File: src/rtl/pe_rs_pkg.sv
// Shared definitions for the row-stationary PE: FSM state encoding and width helpers.
package pe_rs_pkg;

    typedef enum logic [2:0] {
        ST_IDLE      = 3'd0,
        ST_LOAD_FILT = 3'd1,
        ST_STREAM    = 3'd2,
        ST_COMPUTE   = 3'd3,
        ST_ACC       = 3'd4,
        ST_OUTPUT    = 3'd5,
        ST_DONE      = 3'd6
    } pe_state_e;

    function automatic int clog2_int(input int v);
        int r;
        r = 0;
        while ((1 << r) < v) r++;
        return r;
    endfunction

    // Wide enough to sum FILT_LEN full products plus one psum without overflow.
    function automatic int acc_width(input int bw, input int filt_len);
        return 2 * bw + clog2_int(filt_len) + 1;
    endfunction

endpackage

File: src/rtl/pe_rs_mac.sv
// Registered multiply-accumulate holding the PE accumulator; supports clear and psum add.
module pe_rs_mac #(
    parameter int BITWIDTH = 16,
    parameter int ACC_W    = 35
) (
    input  logic                       clk,
    input  logic                       rstb,
    input  logic                       clr_i,
    input  logic                       mac_en_i,
    input  logic [BITWIDTH-1:0]        a_i,
    input  logic [BITWIDTH-1:0]        b_i,
    input  logic                       add_en_i,
    input  logic [BITWIDTH-1:0]        add_data_i,
    output logic signed [ACC_W-1:0]    acc_o
);

    logic signed [2*BITWIDTH-1:0] prod;
    logic signed [ACC_W-1:0]      prod_ext;
    logic signed [ACC_W-1:0]      add_ext;
    logic signed [ACC_W-1:0]      acc_q;
    logic signed [ACC_W-1:0]      acc_d;

    assign prod     = $signed(a_i) * $signed(b_i);
    assign prod_ext = ACC_W'(prod);
    assign add_ext  = ACC_W'($signed(add_data_i));

    always_comb begin
        acc_d = acc_q;
        if (clr_i) begin
            acc_d = '0;
        end else begin
            if (mac_en_i) acc_d = acc_d + prod_ext;
            if (add_en_i) acc_d = acc_d + add_ext;
        end
    end

    always_ff @(posedge clk or negedge rstb) begin
        if (!rstb) acc_q <= '0;
        else       acc_q <= acc_d;
    end

    assign acc_o = acc_q;

endmodule

File: src/rtl/pe_rs.sv
// Row-stationary PE: filter taps in a scratchpad, ifmap row through a sliding window,
// one saturated 1-D convolution psum per window, optional psum from the PE below.
//
// state     | meaning
// ----------+-------------------------------------------------------------
// IDLE      | waiting for start; cfg latched on start
// LOAD_FILT | accepting L filter taps into the scratchpad
// STREAM    | accepting ifmap words into the window
// COMPUTE   | L cycles, one MAC per cycle over spad[k]*win[k]
// ACC       | waiting for the neighbour psum to add into the accumulator
// OUTPUT    | presenting the saturated psum until accepted
// DONE      | one-cycle done pulse
module pe_rs
    import pe_rs_pkg::*;
#(
    parameter int  BITWIDTH  = 16,
    parameter int  FILT_LEN  = 3,
    parameter int  FRAC_BITS = 0,
    localparam int LEN_W     = $clog2(FILT_LEN + 1)
) (
    input  logic                clk,
    input  logic                rstb,
    input  logic                start,
    input  logic [LEN_W-1:0]    cfg_filt_len,
    input  logic                cfg_reload,
    input  logic                cfg_acc_in,
    output logic                busy,
    output logic                done,
    input  logic                filt_valid,
    output logic                filt_ready,
    input  logic [BITWIDTH-1:0] filt_data,
    input  logic                ifmap_valid,
    output logic                ifmap_ready,
    input  logic [BITWIDTH-1:0] ifmap_data,
    input  logic                ifmap_last,
    input  logic                psum_in_valid,
    output logic                psum_in_ready,
    input  logic [BITWIDTH-1:0] psum_in_data,
    output logic                psum_out_valid,
    input  logic                psum_out_ready,
    output logic [BITWIDTH-1:0] psum_out_data
);

    localparam int ACC_W = acc_width(BITWIDTH, FILT_LEN);
    localparam logic signed [ACC_W-1:0] OUT_MAX =
        {{(ACC_W-BITWIDTH+1){1'b0}}, {(BITWIDTH-1){1'b1}}};
    localparam logic signed [ACC_W-1:0] OUT_MIN =
        {{(ACC_W-BITWIDTH+1){1'b1}}, {(BITWIDTH-1){1'b0}}};

    pe_state_e           state_q, state_d;
    logic [LEN_W-1:0]    len_q, len_d;
    logic [LEN_W-1:0]    fill_q, fill_d;
    logic [LEN_W-1:0]    cnt_q, cnt_d;
    logic                acc_in_q, acc_in_d;
    logic                last_q, last_d;
    logic [BITWIDTH-1:0] spad_q [FILT_LEN];
    logic [BITWIDTH-1:0] win_q  [FILT_LEN];

    logic [LEN_W-1:0]    eff_len;
    logic [LEN_W-1:0]    len_m1;
    logic [LEN_W-1:0]    fill_inc;
    logic                spad_we;
    logic                win_shift;
    logic                mac_clr;
    logic                mac_en;
    logic                add_en;
    logic [BITWIDTH-1:0] mac_a;
    logic [BITWIDTH-1:0] mac_b;
    logic signed [ACC_W-1:0] mac_acc;
    logic signed [ACC_W-1:0] acc_sh;
    logic [BITWIDTH-1:0] sat_val;

    always_comb begin
        eff_len = cfg_filt_len;
        if (cfg_filt_len == '0)                     eff_len = LEN_W'(1);
        else if (cfg_filt_len > LEN_W'(FILT_LEN))   eff_len = LEN_W'(FILT_LEN);
    end

    assign len_m1   = len_q - LEN_W'(1);
    assign fill_inc = (fill_q == len_q) ? fill_q : fill_q + LEN_W'(1);

    always_comb begin
        state_d        = state_q;
        len_d          = len_q;
        fill_d         = fill_q;
        cnt_d          = cnt_q;
        acc_in_d       = acc_in_q;
        last_d         = last_q;
        busy           = (state_q != ST_IDLE);
        done           = 1'b0;
        filt_ready     = 1'b0;
        ifmap_ready    = 1'b0;
        psum_in_ready  = 1'b0;
        psum_out_valid = 1'b0;
        spad_we        = 1'b0;
        win_shift      = 1'b0;
        mac_clr        = 1'b0;
        mac_en         = 1'b0;
        add_en         = 1'b0;
        case (state_q)
            ST_IDLE: begin
                if (start) begin
                    len_d    = eff_len;
                    acc_in_d = cfg_acc_in;
                    last_d   = 1'b0;
                    fill_d   = '0;
                    cnt_d    = '0;
                    state_d  = cfg_reload ? ST_LOAD_FILT : ST_STREAM;
                end
            end
            ST_LOAD_FILT: begin
                filt_ready = 1'b1;
                if (filt_valid) begin
                    spad_we = 1'b1;
                    if (cnt_q == len_m1) begin
                        cnt_d   = '0;
                        state_d = ST_STREAM;
                    end else begin
                        cnt_d = cnt_q + LEN_W'(1);
                    end
                end
            end
            ST_STREAM: begin
                ifmap_ready = 1'b1;
                if (ifmap_valid) begin
                    win_shift = 1'b1;
                    last_d    = ifmap_last;
                    fill_d    = fill_inc;
                    if (fill_inc == len_q) begin
                        mac_clr = 1'b1;
                        cnt_d   = '0;
                        state_d = ST_COMPUTE;
                    end else if (ifmap_last) begin
                        state_d = ST_DONE;
                    end
                end
            end
            ST_COMPUTE: begin
                mac_en = 1'b1;
                if (cnt_q == len_m1) begin
                    cnt_d   = '0;
                    state_d = acc_in_q ? ST_ACC : ST_OUTPUT;
                end else begin
                    cnt_d = cnt_q + LEN_W'(1);
                end
            end
            ST_ACC: begin
                psum_in_ready = 1'b1;
                if (psum_in_valid) begin
                    add_en  = 1'b1;
                    state_d = ST_OUTPUT;
                end
            end
            ST_OUTPUT: begin
                psum_out_valid = 1'b1;
                if (psum_out_ready) state_d = last_q ? ST_DONE : ST_STREAM;
            end
            ST_DONE: begin
                done    = 1'b1;
                state_d = ST_IDLE;
            end
            default: state_d = ST_IDLE;
        endcase
    end

    always_ff @(posedge clk or negedge rstb) begin
        if (!rstb) begin
            state_q  <= ST_IDLE;
            len_q    <= LEN_W'(1);
            fill_q   <= '0;
            cnt_q    <= '0;
            acc_in_q <= 1'b0;
            last_q   <= 1'b0;
        end else begin
            state_q  <= state_d;
            len_q    <= len_d;
            fill_q   <= fill_d;
            cnt_q    <= cnt_d;
            acc_in_q <= acc_in_d;
            last_q   <= last_d;
        end
    end

    // Newest word lands at win[L-1] so that win[k] holds x[n+k] for the current window.
    always_ff @(posedge clk or negedge rstb) begin
        if (!rstb) begin
            for (int k = 0; k < FILT_LEN; k++) begin
                spad_q[k] <= '0;
                win_q[k]  <= '0;
            end
        end else begin
            if (spad_we) begin
                for (int k = 0; k < FILT_LEN; k++)
                    if (LEN_W'(k) == cnt_q) spad_q[k] <= filt_data;
            end
            if (win_shift) begin
                for (int k = 0; k < FILT_LEN - 1; k++)
                    if (LEN_W'(k) < len_m1) win_q[k] <= win_q[k+1];
                for (int k = 0; k < FILT_LEN; k++)
                    if (LEN_W'(k) == len_m1) win_q[k] <= ifmap_data;
            end
        end
    end

    always_comb begin
        mac_a = '0;
        mac_b = '0;
        for (int k = 0; k < FILT_LEN; k++) begin
            if (LEN_W'(k) == cnt_q) begin
                mac_a = spad_q[k];
                mac_b = win_q[k];
            end
        end
    end

    pe_rs_mac #(
        .BITWIDTH (BITWIDTH),
        .ACC_W    (ACC_W)
    ) u_mac (
        .clk        (clk),
        .rstb       (rstb),
        .clr_i      (mac_clr),
        .mac_en_i   (mac_en),
        .a_i        (mac_a),
        .b_i        (mac_b),
        .add_en_i   (add_en),
        .add_data_i (psum_in_data),
        .acc_o      (mac_acc)
    );

    assign acc_sh = mac_acc >>> FRAC_BITS;

    always_comb begin
        sat_val = acc_sh[BITWIDTH-1:0];
        if (acc_sh > OUT_MAX)      sat_val = OUT_MAX[BITWIDTH-1:0];
        else if (acc_sh < OUT_MIN) sat_val = OUT_MIN[BITWIDTH-1:0];
    end

    assign psum_out_data = psum_out_valid ? sat_val : '0;

endmodule

File: config.mk
export PLATFORM = sky130hd
export DESIGN_NAME = pe_rs
export DESIGN_NICKNAME = d
export VERILOG_FILES = /design/src/rtl/pe_rs_pkg.sv /design/src/rtl/pe_rs_mac.sv /design/src/rtl/pe_rs.sv
export SDC_FILE = /design/constraint.sdc
export NUM_CORES = 1
export LEC_CHECK = 0
export BUFFER_PORTS_ARGS = -buffer_cell sky130_fd_sc_hd__buf_4
export CELL_PAD_IN_SITES_DETAIL_PLACEMENT = 2
export CELL_PAD_IN_SITES_GLOBAL_PLACEMENT = 2
export CORE_ASPECT_RATIO = 1.25
export CORE_MARGIN = 3
export CORE_UTILIZATION = 40
export DETAILED_ROUTE_END_ITERATION = 8
export GPL_ROUTABILITY_DRIVEN = 0
export PLACE_DENSITY_LB_ADDON = 0.25
export SLEW_MARGIN = 0
export SYNTH_ARGS = -nofsm -noshare
export SYNTH_HDL_FRONTEND = slang
export SYNTH_SLANG_ARGS = --single-unit
export TNS_END_PERCENT = 30
File: constraint.sdc
create_clock -name clk -period 12.35 [get_ports clk]
set_input_delay 1.235 -clock clk [delete_from_list [all_inputs] [get_ports clk]]
set_output_delay 1.235 -clock clk [all_outputs]
set_load 0.005 [all_outputs]
==> results.sh <==
export IMPL_status="complete, no violations"
export IMPL_fin_util=0.4465
export IMPL_cts_tree="done"
export IMPL_first_global_vias=19960
export IMPL_clk_latency_ns=0.48
export IMPL_arrival_ns=11.32
export IMPL_cts_sinks=142
export IMPL_worstSetupPathType="reg -> reg"
export IMPL_grtUsageTotal=0.2739
export IMPL_fin_nets=2844
export IMPL_critPathLaunchType="flip-flop"
export IMPL_wl_met3_mm=1.655
export IMPL_slowest_delay_ns=0.79
export IMPL_grt_overflow_total=0
export IMPL_cts_buffers=17
export IMPL_clock_path_buffers=2
export IMPL_first_pass_iters=4
export IMPL_synth_fp_nets=2796
export IMPL_area_delta_synth_final_pct=9.479
export IMPL_cts_htree_levels=4
export IMPL_antenna_left=0
export IMPL_grt_max_degree=77
export IMPL_dp_cells=2960
export IMPL_tightest_slew_ns=1.227
export IMPL_wl_per_cell_um=23.76
export IMPL_ys_seq_area_frac=0.1756
export IMPL_io_pins=82
export IMPL_synth_cells=2280
export IMPL_skew_ns=0.01858
export IMPL_cp_required_ns=12.71
export IMPL_cp_top_family="adder cells"
export IMPL_antenna_cells=0
export IMPL_hold_ws_ns=0.4995
export IMPL_yosysTopAreaCell="fa_1"
export IMPL_yosysTopAreaCellShare=0.3075
export IMPL_hold_viol_final=0
export IMPL_port_buffers=81
export IMPL_cts_setup_buffers=0
export IMPL_hold_path_class="reg -> reg"
export IMPL_synth_area_leaders="fa_1 (31%), dfrtp_1 (17%), ha_1 (9.0%), inv_1 (7.3%), nand2_1 (5.0%)"
export IMPL_finalMaxSlewViolations=0
export IMPL_grt_pass1_wl_mm=114.9
export IMPL_drive_gt1_frac=0.08202
export IMPL_finalSetupViolCount=0
export IMPL_synthArstFlopShare=1.000
export IMPL_critPathLaunch="cnt_q[0]"
export IMPL_rows=91
export IMPL_die_h_um=257.5
export IMPL_fp_dieW_um=207.2
export IMPL_critical_path_slowest_cell="nor2b_1"
export IMPL_dpl_hpwl_mm=58.40
export IMPL_finalSetupTns_ns=0
export IMPL_slew_headroom=0.1820
export IMPL_ys_types=64
export IMPL_r2r_start="cnt_q[0]"
export IMPL_fin_crit_sh=0.8871
export IMPL_synth_edf_count=0
export IMPL_rsz0062_at_grt="no"
export IMPL_period_needed_ns=10.96
export IMPL_synthesis_area_sq_um=20250
export IMPL_clk_pin_slew_ns=0.07
export IMPL_cp_common_cell="fa_1"
export IMPL_post_cts_resized=0
export IMPL_hold_buffers=0
export IMPL_fillers=5517
export IMPL_die_area_sq_um=53370
export IMPL_routedLengthMet1_mm=28.64
export IMPL_fmax_mhz=91.27
export IMPL_syn_avg_cell_area_sq_um=8.881
export IMPL_clockRootBuffer="clkbuf_16"
export IMPL_remaining_drc_errors=0
export IMPL_crit_fanout=26
export IMPL_wl_met2_mm=37.65
export IMPL_antenna_found_initial=0
export IMPL_wl_mm=71.10
export IMPL_path_buf_inv=5
export IMPL_core_area_sq_um=49640
export IMPL_topRoutingLayerUsed="met4"
export IMPL_synth_seq_cells=142
export IMPL_setup_worst_path_end_class="flip-flop"
export IMPL_drt_iter0_markers=624
export IMPL_worstHoldStart="spad_q[43]"
export IMPL_synthFlopType="dfrtp_1"
export IMPL_initial_utilization=0.4079
export IMPL_layout_cells_non_filler=2992
export IMPL_dr_total_vias=16420
export IMPL_avgViaCountPerCell=5.487
export IMPL_maxCapViolations=0
export IMPL_yosys_warnings=0
-- metrics by stage --
stage,setup WS (ns),area (sq um)
finish,1.394,22170
global route,0.6404,22170
CTS,1.324,22170
detailed placement,1.379,21610
global placement,1.834,21610
floorplan,3.143,20250
-- final cells by class --
class,instances,area (sq um),area share
clock inverter,14,123.9,0.005588
sequential,142,3555,0.1604
timing repair buffer,113,852.1,0.03844
multi-input combinational,1660,14910,0.6728
inverter,394,1479,0.06672
clock buffer,18,429.2,0.01936
tap,651,814.5,0.03674
-- cell families (layout without fill, tap and decap cells) --
group                      after synthesis  in the layout  share of synthesized area
and+or+nand+nor                        638            638                     0.1312
buffers and inverters                  478            539                    0.08861
adders and majority gates              456            456                     0.3971
AOI/OAI and AO/OA                      394            394                     0.1226
DFF                                    142            142                     0.1756
muxes                                  104            104                    0.05555
xor gates and xnor gates                68             68                    0.02941
-- cell usage in the layout, fill, tap and decap left out, drive strengths merged, types with 24 or more instances in the layout --
cell    Yosys  routed
fa        311     311
mux2       67      67
dfrtp     141     141
o21ai     105     105
ha        145     145
xnor2      47      47
inv       394     403
o21a       47      47
a21oi     119     119
nor2      255     255
a21o       25      25
buf        12     113
a211oi     24      24
mux2i      37      37
nand2     271     271
-- worst register-to-register path, delay by kind of cell (launching register included) --
family | cells | cell delay, ns
AOI/OAI and AO/OA | 11 | 3.16
muxes | 1 | 0.28
DFF | 1 | 0.43
xor gates and xnor gates | 1 | 0.09
adders and majority gates | 9 | 4.13
buffers and inverters | 5 | 0.66
and+or+nand+nor | 8 | 2.12
-- path summary, 6_finish.rpt --
kind,end,slack [ns],cells after the start
max in group asynchronous,win_q[23],10.16,2
worst min-delay path,spad_q[43],0.50,1
min in group asynchronous,win_q[47],0.79,1
worst min register to register,spad_q[43],0.50,1
worst max-delay path,u_mac.acc_o[33],1.39,35
worst max register to register,u_mac.acc_o[33],1.39,35
-- flip-flops by register name (all words and copies together) (netlist names) --
name / cells
cnt_q: 2
state_q: 3
acc_in_q: 1
u_mac.acc_o: 35
spad_q: 48
win_q: 48
last_q: 1
len_q: 2
fill_q: 2
-- layer usage --
metal	track usage	vias to the layer above
met2	0.5092	282
met5	0	-
met4	0.1187	0
li1	-	7350
met3	0.03208	153
met1	0.3170	8632
-- synthesized netlist by cell type, drive strengths merged (12+ instances only) --
library cell,count
buf,12
nor2,255
mux2i,37
xnor2,47
nand4,12
dfrtp,141
a21o,25
o21a,47
a211oi,24
nand2b,19
xor2,21
mux2,67
o21ai,105
nand2,271
ha,145
clkbuf,72
a21oi,119
nand3,17
o211ai,12
inv,394
fa,311
Power is left out: the tool's default activity adds up to more than one toggle a clock period on the data nets, which glitch-free logic cannot reach.
